[config.mk]
export PLATFORM = sky130hd
export DESIGN_NAME = fifo_uart_tx_flat
export DESIGN_NICKNAME = d
export VERILOG_FILES = /design/src/rtl/fifo_uart_tx_pkg.sv /design/src/rtl/fifo_uart_tx_if.sv /design/src/rtl/fifo_uart_tx_baud_counter.sv /design/src/rtl/fifo_uart_tx.sv /design/src/flat_wrapper.sv
export SDC_FILE = /design/constraint.sdc
export NUM_CORES = 1
export LEC_CHECK = 0
export ABC_AREA = 1
export BUFFER_PORTS_ARGS = -buffer_cell sky130_fd_sc_hd__buf_2
export CAP_MARGIN = 30
export CORE_MARGIN = 8
export CORE_UTILIZATION = 54
export DETAILED_ROUTE_END_ITERATION = 16
export PLACE_DENSITY = 0.87
export SLEW_MARGIN = 20
export SYNTH_ARGS = -nofsm -noshare
export SYNTH_HDL_FRONTEND = slang
export SYNTH_SLANG_ARGS = --single-unit
[constraint.sdc]
create_clock -name i_clk -period 2.8 [get_ports i_clk]
set_clock_uncertainty 0.05 [all_clocks]
set_input_delay 0 -clock i_clk [delete_from_list [all_inputs] [get_ports i_clk]]
set_output_delay 0 -clock i_clk [all_outputs]
set_load 0.01 [all_outputs]
[src/rtl/fifo_uart_tx_pkg.sv]
// Shared types and helpers for the FIFO-draining UART transmitter.
package fifo_uart_pkg;

  typedef enum logic [2:0] {
    S_IDLE   = 3'd0,
    S_POP    = 3'd1,
    S_LOAD   = 3'd2,
    S_START  = 3'd3,
    S_DATA   = 3'd4,
    S_PARITY = 3'd5,
    S_STOP   = 3'd6
  } tx_state_t;

  localparam int TX_STATE_COUNT = 7;
  localparam int PARITY_MAX_W   = 64;

  // Zero-extension does not change the XOR, so one wide helper serves every DATA_WIDTH.
  function automatic logic even_parity(input logic [PARITY_MAX_W-1:0] data);
    return ^data;
  endfunction

endpackage

[src/rtl/fifo_uart_tx_if.sv]
// FIFO read port as seen between the FIFO (slave) and the transmitter (master).
interface fifo_uart_tx_if #(parameter int DATA_WIDTH = 8);
  logic                  empty;
  logic [DATA_WIDTH-1:0] rd_data;
  logic                  rd_en;

  modport master (input empty, input rd_data, output rd_en);
  modport slave  (output empty, output rd_data, input rd_en);
endinterface

[src/rtl/fifo_uart_tx_baud_counter.sv]
// Per-bit cycle counter; o_tick marks the last cycle of a serial bit.
module uart_baud_counter #(
  parameter int CLKS_PER_BIT = 16
) (
  input  logic i_clk,
  input  logic i_rst,
  input  logic i_clear,
  output logic o_tick
);

  localparam int CNT_W = (CLKS_PER_BIT > 2) ? $clog2(CLKS_PER_BIT) : 1;

  logic [CNT_W-1:0] cnt;

  assign o_tick = (cnt == CNT_W'(CLKS_PER_BIT - 1));

  always_ff @(posedge i_clk) begin
    if (i_rst || i_clear || o_tick) cnt <= '0;
    else                            cnt <= cnt + CNT_W'(1);
  end

endmodule

[src/rtl/fifo_uart_tx.sv]
// Pops one FIFO word per frame and serialises it: start, data LSB first,
// optional even parity, stop bit(s).
//   state  | meaning
//   IDLE   | line high, waiting for enable and a non-empty FIFO
//   POP    | one-cycle FIFO read strobe
//   LOAD   | FIFO data valid; capture into shift register and parity
//   START  | start bit (low)
//   DATA   | data bits, LSB first
//   PARITY | even-parity bit
//   STOP   | stop bit(s) (high)
module fifo_uart_tx
  import fifo_uart_pkg::*;
#(
  parameter int DATA_WIDTH   = 8,
  parameter int CLKS_PER_BIT = 16,
  parameter int PARITY_EN    = 0,
  parameter int STOP_BITS    = 1
) (
  input  logic            i_clk,
  input  logic            i_rst,
  input  logic            i_enable,
  fifo_uart_tx_if.master  fifo,
  output logic            o_tx,
  output logic            o_busy,
  output logic            o_done
);

  if (CLKS_PER_BIT < 2) begin : g_bad_cpb
    $error("fifo_uart_tx: CLKS_PER_BIT must be >= 2");
  end
  if ((STOP_BITS != 1) && (STOP_BITS != 2)) begin : g_bad_stop
    $error("fifo_uart_tx: STOP_BITS must be 1 or 2");
  end

  localparam int BIT_W = (DATA_WIDTH > 2) ? $clog2(DATA_WIDTH) : 1;

  tx_state_t             state, next_state;
  logic                  state_change;
  logic                  baud_tick;
  logic [BIT_W-1:0]      bit_cnt;
  logic [DATA_WIDTH-1:0] shift_q;
  logic                  parity_q;
  logic                  done_q;

  always_ff @(posedge i_clk) begin
    if (i_rst) state <= S_IDLE;
    else       state <= next_state;
  end

  always_comb begin
    next_state = state;
    unique case (state)
      S_IDLE:   if (i_enable && !fifo.empty) next_state = S_POP;
      S_POP:    next_state = S_LOAD;
      S_LOAD:   next_state = S_START;
      S_START:  if (baud_tick) next_state = S_DATA;
      S_DATA:   if (baud_tick && (bit_cnt == BIT_W'(DATA_WIDTH - 1)))
                  next_state = (PARITY_EN != 0) ? S_PARITY : S_STOP;
      S_PARITY: if (baud_tick) next_state = S_STOP;
      S_STOP:   if (baud_tick && (bit_cnt == BIT_W'(STOP_BITS - 1))) next_state = S_IDLE;
      default:  next_state = S_IDLE;
    endcase
  end

  // Every state entry restarts both the baud and bit counters.
  assign state_change = (next_state != state);

  uart_baud_counter #(.CLKS_PER_BIT(CLKS_PER_BIT)) u_baud (
    .i_clk   (i_clk),
    .i_rst   (i_rst),
    .i_clear (state_change),
    .o_tick  (baud_tick)
  );

  always_ff @(posedge i_clk) begin
    if (i_rst) begin
      bit_cnt  <= '0;
      shift_q  <= '0;
      parity_q <= 1'b0;
      done_q   <= 1'b0;
    end else begin
      done_q <= (state == S_STOP) && (next_state == S_IDLE);
      if (state_change)
        bit_cnt <= '0;
      else if (baud_tick && ((state == S_DATA) || (state == S_STOP)))
        bit_cnt <= bit_cnt + BIT_W'(1);
      if (state == S_LOAD) begin
        shift_q  <= fifo.rd_data;
        parity_q <= even_parity(PARITY_MAX_W'(fifo.rd_data));
      end else if ((state == S_DATA) && baud_tick) begin
        shift_q <= shift_q >> 1;
      end
    end
  end

  always_comb begin
    o_tx       = 1'b1;
    o_busy     = 1'b1;
    fifo.rd_en = 1'b0;
    o_done     = done_q;
    unique case (state)
      S_IDLE:   o_busy     = 1'b0;
      S_POP:    fifo.rd_en = 1'b1;
      S_LOAD:   o_tx       = 1'b1;
      S_START:  o_tx       = 1'b0;
      S_DATA:   o_tx       = shift_q[0];
      S_PARITY: o_tx       = parity_q;
      S_STOP:   o_tx       = 1'b1;
      default:  o_busy     = 1'b0;
    endcase
  end

endmodule

[src/flat_wrapper.sv]
// flat-port wrapper written by rule: the top's interface ports become plain ports
module fifo_uart_tx_flat import fifo_uart_pkg::*;
#(
  parameter int DATA_WIDTH   = 8,
  parameter int CLKS_PER_BIT = 16,
  parameter int PARITY_EN    = 0,
  parameter int STOP_BITS    = 1
)
  (i_clk, i_rst, i_enable, o_tx, o_busy, o_done, fifo_empty, fifo_rd_data, fifo_rd_en);
  fifo_uart_tx_if #(.DATA_WIDTH(DATA_WIDTH)) fifo_i ();
  input  logic i_clk;
  input  logic i_rst;
  input  logic i_enable;
  output logic o_tx;
  output logic o_busy;
  output logic o_done;
  input wire logic [$bits(fifo_i.empty)-1:0] fifo_empty;
  input wire logic [$bits(fifo_i.rd_data)-1:0] fifo_rd_data;
  output wire logic [$bits(fifo_i.rd_en)-1:0] fifo_rd_en;
  assign fifo_i.empty = fifo_empty;
  assign fifo_i.rd_data = fifo_rd_data;
  assign fifo_rd_en = fifo_i.rd_en;
  fifo_uart_tx #(.DATA_WIDTH(DATA_WIDTH), .CLKS_PER_BIT(CLKS_PER_BIT), .PARITY_EN(PARITY_EN), .STOP_BITS(STOP_BITS)) u_core (.i_clk(i_clk), .i_rst(i_rst), .i_enable(i_enable), .fifo(fifo_i), .o_tx(o_tx), .o_busy(o_busy), .o_done(o_done));
endmodule
### Word-level counts from Yosys, hierarchy flattened

Cells that the tools add are included.
W data, S select, Z words.

* bits in registers: 20
* latch bits: 0
* memory bits (writable): 0
* ROM bits: 0
* input bits: 12
* output and inout port bits: 4
* logic and storage cells: 45
* memories kept: 0

* $add $sub $neg: 2
* multipliers: 0
* divide/modulo/power cells: 0
* $lt $le $gt $ge: 0
* equal/unequal tests: 9
* shifts and indexed selects: 0
* muxes and demuxes: 11
* bitwise operators: 0
* reduce and logical (&&, ||, !) cells: 17

Operator list (number)
* $reduce_xor A64 Y1: 1
* $pmux W3 S7: 1
* $mux W8: 2
* $mux W3: 5
* $eq A3 B3 Y1 const B: 4
* $logic_not A3 Y1: 3
* $eq A3 B2 Y1 const B: 2
* $logic_and A1 B1 Y1: 6
* $reduce_or A6 Y1: 1
* $add A4 B1 Y4 const B: 1
* $eq A4 B4 Y1 const B: 1
* $add A3 B1 Y3 const B: 1
* $eq A3 B1 Y1 const B: 1
* $logic_or A1 B1 Y1: 3
* $ne A3 B3 Y1: 1
* $pmux W1 S3: 1
* $mux W1: 2
* $reduce_bool A2 Y1: 1
* $reduce_or A2 Y1: 1
* $logic_not A1 Y1: 1

### Depth between registers and ports, before layout

* depth after elaboration: 7
* mapped depth: 11

### Modules after synthesis

From an unflattened synthesis, not the netlist that was laid out.

* cell total of the unflattened synthesis: 151
* area total of the unflattened synthesis: 1214.9 um^2

By module, submodules not included
* fifo_uart_tx: times used 1, cells each 132, area each 1048.5 um^2, sequential area each 320.3 um^2
* uart_baud_counter: times used 1, cells each 19, area each 166.4 um^2, sequential area each 80.1 um^2

### Worst setup path before layout

No wires, ideal clock.

* path type: register to register
* start point: register u_core.u_baud.cnt[0]
* end point: register u_core.bit_cnt[0]
* library setup time: 0.078 ns
* data arrival time: 1.320 ns
* setup slack: 1.352 ns
* stages on the path, launching flop included: 9
* buffers on the path: 0
* cells stage by stage: dfxtp_1 > ha_1 > nand2_1 > nor2_4 > inv_1 > nor2_1 > xor2_1 > inv_1 > nor3_1

* longest elaborated chain between the ends: 6
* elaborated cells between the ends (all ways): 11
* classes of those cells: 2 x eq/ne; 5 x mux; 4 x reduce/logical

Ends and longest elaborated chain
* from (decl): line fifo_uart_tx_baud_counter.sv:13 `logic [CNT_W-1:0] cnt;`
* from (signal assigned): line fifo_uart_tx_baud_counter.sv:19 `else cnt <= cnt + CNT_W'(1);`
* $eq A4 B4 Y1 (*): line fifo_uart_tx_baud_counter.sv:15 `assign o_tick = (cnt == CNT_W'(CLKS_PER_BIT - 1));`
* $logic_and A1 B1 Y1 (on tied branches): line fifo_uart_tx.sv:60, fifo_uart_tx.sv:57
* $mux W3 (on tied branches): line fifo_uart_tx.sv:60, fifo_uart_tx.sv:57
* $pmux W3 S7: line fifo_uart_tx.sv:52 `unique case (state)`
* $ne A3 B3 Y1: line fifo_uart_tx.sv:66 `assign state_change = (next_state != state);`
* $reduce_or A2 Y1 (no source line)
* to (signal assigned): line fifo_uart_tx.sv:86 `bit_cnt <= bit_cnt + BIT_W'(1);`
* to (decl): line fifo_uart_tx.sv:40 `logic [BIT_W-1:0] bit_cnt;`

Every way passes the cells marked *; elsewhere a longest branch is shown, timed or not.
A chain may end at the register's enable or synchronous reset.

### Final worst setup path

* start point: register u_core.state[0]
* end point: register u_core.shift_q[3]

* longest elaborated chain between the ends: 3
* elaborated cells between the ends (all ways): 5
* classes of those cells: 2 x eq/ne; 1 x mux; 2 x reduce/logical

Ends and longest elaborated chain
* from (decl): line fifo_uart_tx.sv:37 `tx_state_t state, next_state;`
* from (signal assigned): line fifo_uart_tx.sv:47 `else state <= next_state;`
* $eq A3 B3 Y1: line fifo_uart_tx.sv:90 `end else if ((state == S_DATA) && baud_tick) begin`
* $logic_and A1 B1 Y1: line fifo_uart_tx.sv:90
* $reduce_bool A2 Y1 (no source line)
* to (signal assigned): line fifo_uart_tx.sv:88 `shift_q <= fifo.rd_data;`
* to (signal assigned): line fifo_uart_tx.sv:91 `shift_q <= shift_q >> 1;`
* to (decl): line fifo_uart_tx.sv:41 `logic [DATA_WIDTH-1:0] shift_q;`

Several ways; a longest one is shown, not always the timed one.

==> flow_summary.json <==
{
  "viasPerCell": 5.20,
  "place.detailed.hpwl_mm": 1.72,
  "cp_common_cell": "sky130_fd_sc_hd__nand2_1",
  "yosys-mux-area-fraction_pct": 0,
  "place_congestion": 0.976,
  "min_path_cells": 4,
  "synth_sequential_area_ratio_pct": 36.0,
  "setup_viol": 0,
  "violation_count_after_the_first_detailed_routing_iteration": 38,
  "drt_drc_violations_left": 0,
  "cts_made_buffers": 3,
  "post-synth-top-area-cell": "sky130_fd_sc_hd__dfxtp_1",
  "drt_wl_total_mm": 2.56,
  "worst_ep_required_time_ps": 2990,
  "die_area_um2": 3770,
  "fraction_of_the_mapped_netlist_area_in_simple_logic_gates_pct": 31.6,
  "endpoint_arrival_time_on_the_critical_path_ps": 2420,
  "wire_per_inst_um": 11.6,
  "asyncSetResetFlopFracSynth_pct": 0,
  "timing_hold_violations_final": 0,
  "grt_usage_pct": 15.9,
  "yosys_register_bits": 20,
  "first_pass_iters": 4,
  "setup_total_negative_slack_ps": 0,
  "post_synth_inst_count": 162,
  "synth_compound_area_share_pct": 8.67,
  "fin_util_pct": 70.6,
  "clockRootBuffer": "sky130_fd_sc_hd__clkbuf_4",
  "std_cell_rows": 16,
  "synth-edff-count": 0,
  "cp_cell_sequence": "inv_1, nand2_1, nor2_1, nand2_1, inv_2, nor2_1, nand2_1, a31oi_1, dlygate4sd3_1",
  "xor_and_xnor_area_share_after_synthesis_pct": 7.88,
  "via_count_of_the_first_global_routing_pass": 1113,
  "hold_path.class": "input pin to flip-flop",
  "relSlewSlack_pct": 71.8,
  "tightest_pin_transition_ps": 422,
  "clk-insertion-delay-late_ps": 300,
  "post_route_cell_area_um2": 1390,
  "cts-htree-levels": 1,
  "crit_path_top_delay_cell": "sky130_fd_sc_hd__dlygate4sd3_1",
  "rr_worst_depth": 9,
  "ys.flop_type": "sky130_fd_sc_hd__dfxtp_1",
  "synth_area_per_cell_um2": 6.86,
  "first_pass_grt_wire_length_mm": 4.56,
  "timing.fmax_ghz": 0.449,
  "grt_max_degree": 16,
  "post-route-min-period_ps": 2230,
  "antenna_nets_post_route": 0,
  "diodes": 0,
  "die_w_um": 61.4,
  "die_h_um": 61.4,
  "main_combinational_cell_family_by_area_after_synthesis": "simple AND/OR/NAND/NOR gates",
  "postCtsSetupBuffers": 0,
  "worstSetupStartpointType": "flip-flop",
  "syn_nets": 178,
  "cts_tree": "built",
  "initial_utilization_pct": 56.6,
  "yosys-top-cells-count": "sky130_fd_sc_hd__nand2_1 (38), sky130_fd_sc_hd__inv_1 (25), sky130_fd_sc_hd__nor2_1 (23)",
  "yosysUniqueCellTypes": 24,
  "run_status": "finished clean",
  "power_per_cell_area_nw_per_um2": 437,
  "numPortBuffers": 15,
  "max-cap-violations": 0,
  "post-place-ws_ps": 1090,
  "cts.path.max_buffers": 2,
  "critical_path.endpoint_type": "flip-flop",
  "areaGrowthSynthToFinish_pct": 24.7,
  "postCtsResizedCells": 0,
  "yosysWarnings": 0,
  "synth_fa_ha_area_share_pct": 4.50,
  "initial_antenna_violation_count": 0,
  "num_io_pins": 16,
  "leakage_uw": 0.000622,
  "layout-drive-gt1-share_pct": 11.9,
  "synth_top_cell_area_share_pct": 36.0,
  "clock_sink_count": 20,
  "timing.final.crit_share_pct": 79.6,
  "maxSlewViolCount": 0,
  "yosys.cell_count.top_type": "sky130_fd_sc_hd__nand2_1",
  "post_layout_nets": 211,
  "crit_path_max_incr_delay_ps": 570,
  "post_synth_main_area_contributors": "sky130_fd_sc_hd__dfxtp_1 (36%), sky130_fd_sc_hd__nand2_1 (13%), sky130_fd_sc_hd__inv_1 (8.4%), sky130_fd_sc_hd__nor2_1 (7.8%), sky130_fd_sc_hd__xnor2_1 (5.5%)",
  "dpl_cell_area_um2": 1190,
  "crit_fanout": 8,
  "final_critical_path_setup_slack_ps": 571,
  "criticalPathCategory": "flip-flop to flip-flop",
  "worst_ir_drop_vdd_mv": 0.340,
  "core-area_um2": 1960,
  "rsz0062_at_grt": "false",
  "detailroute.via_count": 1143,
  "gr-total-overflow": 0,
  "post_synth_instance_area_um2": 1110,
  "clkSlewWorstSetupHoldPaths_ps": 100
}
power breakdown:
part,switching [uW],internal (uW),total [uW]
Sequential,15.6,304,320
Clock,85.0,50.2,135
Combinational,83.5,67.7,151
registers in the layout, indices dropped and copies added, names as in the netlist:
register           count
u_core.parity_q        1
u_core.state           3
u_core.u_baud.cnt      4
u_core.bit_cnt         3
u_core.shift_q         8
u_core.o_done          1
through the flow:
step	power, uW	cells	hold WS [ps]
after floorplan	424	162	28.4
after global placement	448	200	235
after detailed placement	453	200	241
after CTS	607	220	20.7
after global routing	642	220	54.3
final	606	220	28.3
logic make-up after synthesis:
kind of cell	count (synthesis)
compound gates	16
simple gates	82
flops	20
xor+xnor	10
fa+ha+maj	4
buf+inv	30
layout make-up:
| cell class | count | area, um^2 |
|---|---|---|
| Timing Repair Buffer | 32 | 245 |
| Sequential cell | 20 | 400 |
| Inverter | 26 | 97.6 |
| Tap cell | 27 | 33.8 |
| Clock buffer | 3 | 22.5 |
| Fill cell | 176 | 577 |
| Multi-Input combinational cell | 112 | 586 |
cells in the final DEF (no fill, tap or decap):
master,instances
sky130_fd_sc_hd__a21oi_1,1
sky130_fd_sc_hd__a21oi_2,1
sky130_fd_sc_hd__a31oi_1,8
sky130_fd_sc_hd__buf_2,15
sky130_fd_sc_hd__clkbuf_4,3
sky130_fd_sc_hd__dfxtp_1,20
sky130_fd_sc_hd__dlygate4sd3_1,17
sky130_fd_sc_hd__ha_1,4
sky130_fd_sc_hd__inv_1,25
sky130_fd_sc_hd__inv_2,1
sky130_fd_sc_hd__nand2_1,38
sky130_fd_sc_hd__nand2_2,1
sky130_fd_sc_hd__nand3_1,11
sky130_fd_sc_hd__nand4_1,1
sky130_fd_sc_hd__nand4_2,1
sky130_fd_sc_hd__nor2_1,23
sky130_fd_sc_hd__nor2_4,1
sky130_fd_sc_hd__nor3_1,5
sky130_fd_sc_hd__nor4_1,1
sky130_fd_sc_hd__o211ai_1,1
sky130_fd_sc_hd__o21ai_0,5
sky130_fd_sc_hd__xnor2_1,7
sky130_fd_sc_hd__xor2_1,3
worst paths after layout:
path	from	to	slack, ps
worst max-delay path	u_core.state[0]$_SDFF_PP0_	u_core.shift_q[3]$_SDFFE_PP0P_	570
worst min-delay path	fifo_empty	u_core.state[0]$_SDFF_PP0_	30
worst max register to register	u_core.state[0]$_SDFF_PP0_	u_core.shift_q[3]$_SDFFE_PP0P_	570
worst min register to register	u_core.u_baud.cnt[0]$_SDFF_PP0_	u_core.u_baud.cnt[0]$_SDFF_PP0_	420
layer usage:
metal | global-route usage [%] | part of all wire, % | vias up
met3 | 3.55 | 8.7 | 5
met2 | 29.9 | 50 | 47
met4 | 7.79 | 1.6 | 0
met1 | 16.1 | 40 | 515
met5 | 0 | 0 | -
li1 | - | - | 576
what timing repair did:
action	CTS	global route
endpoints found under the setup margin	0	0
endpoints found under the hold margin	10	0
hold buffers	17	0
worst max-delay path: cells and delay by family (launching register included):
kind                   cells  cell delay, ps
buffers and inverters      3             780
AND/OR/NAND/NOR            5             730
AO/OA/AOI/OAI              1             140
flip-flops                 1             470
Note: power is estimated with default switching activity, not from simulation.
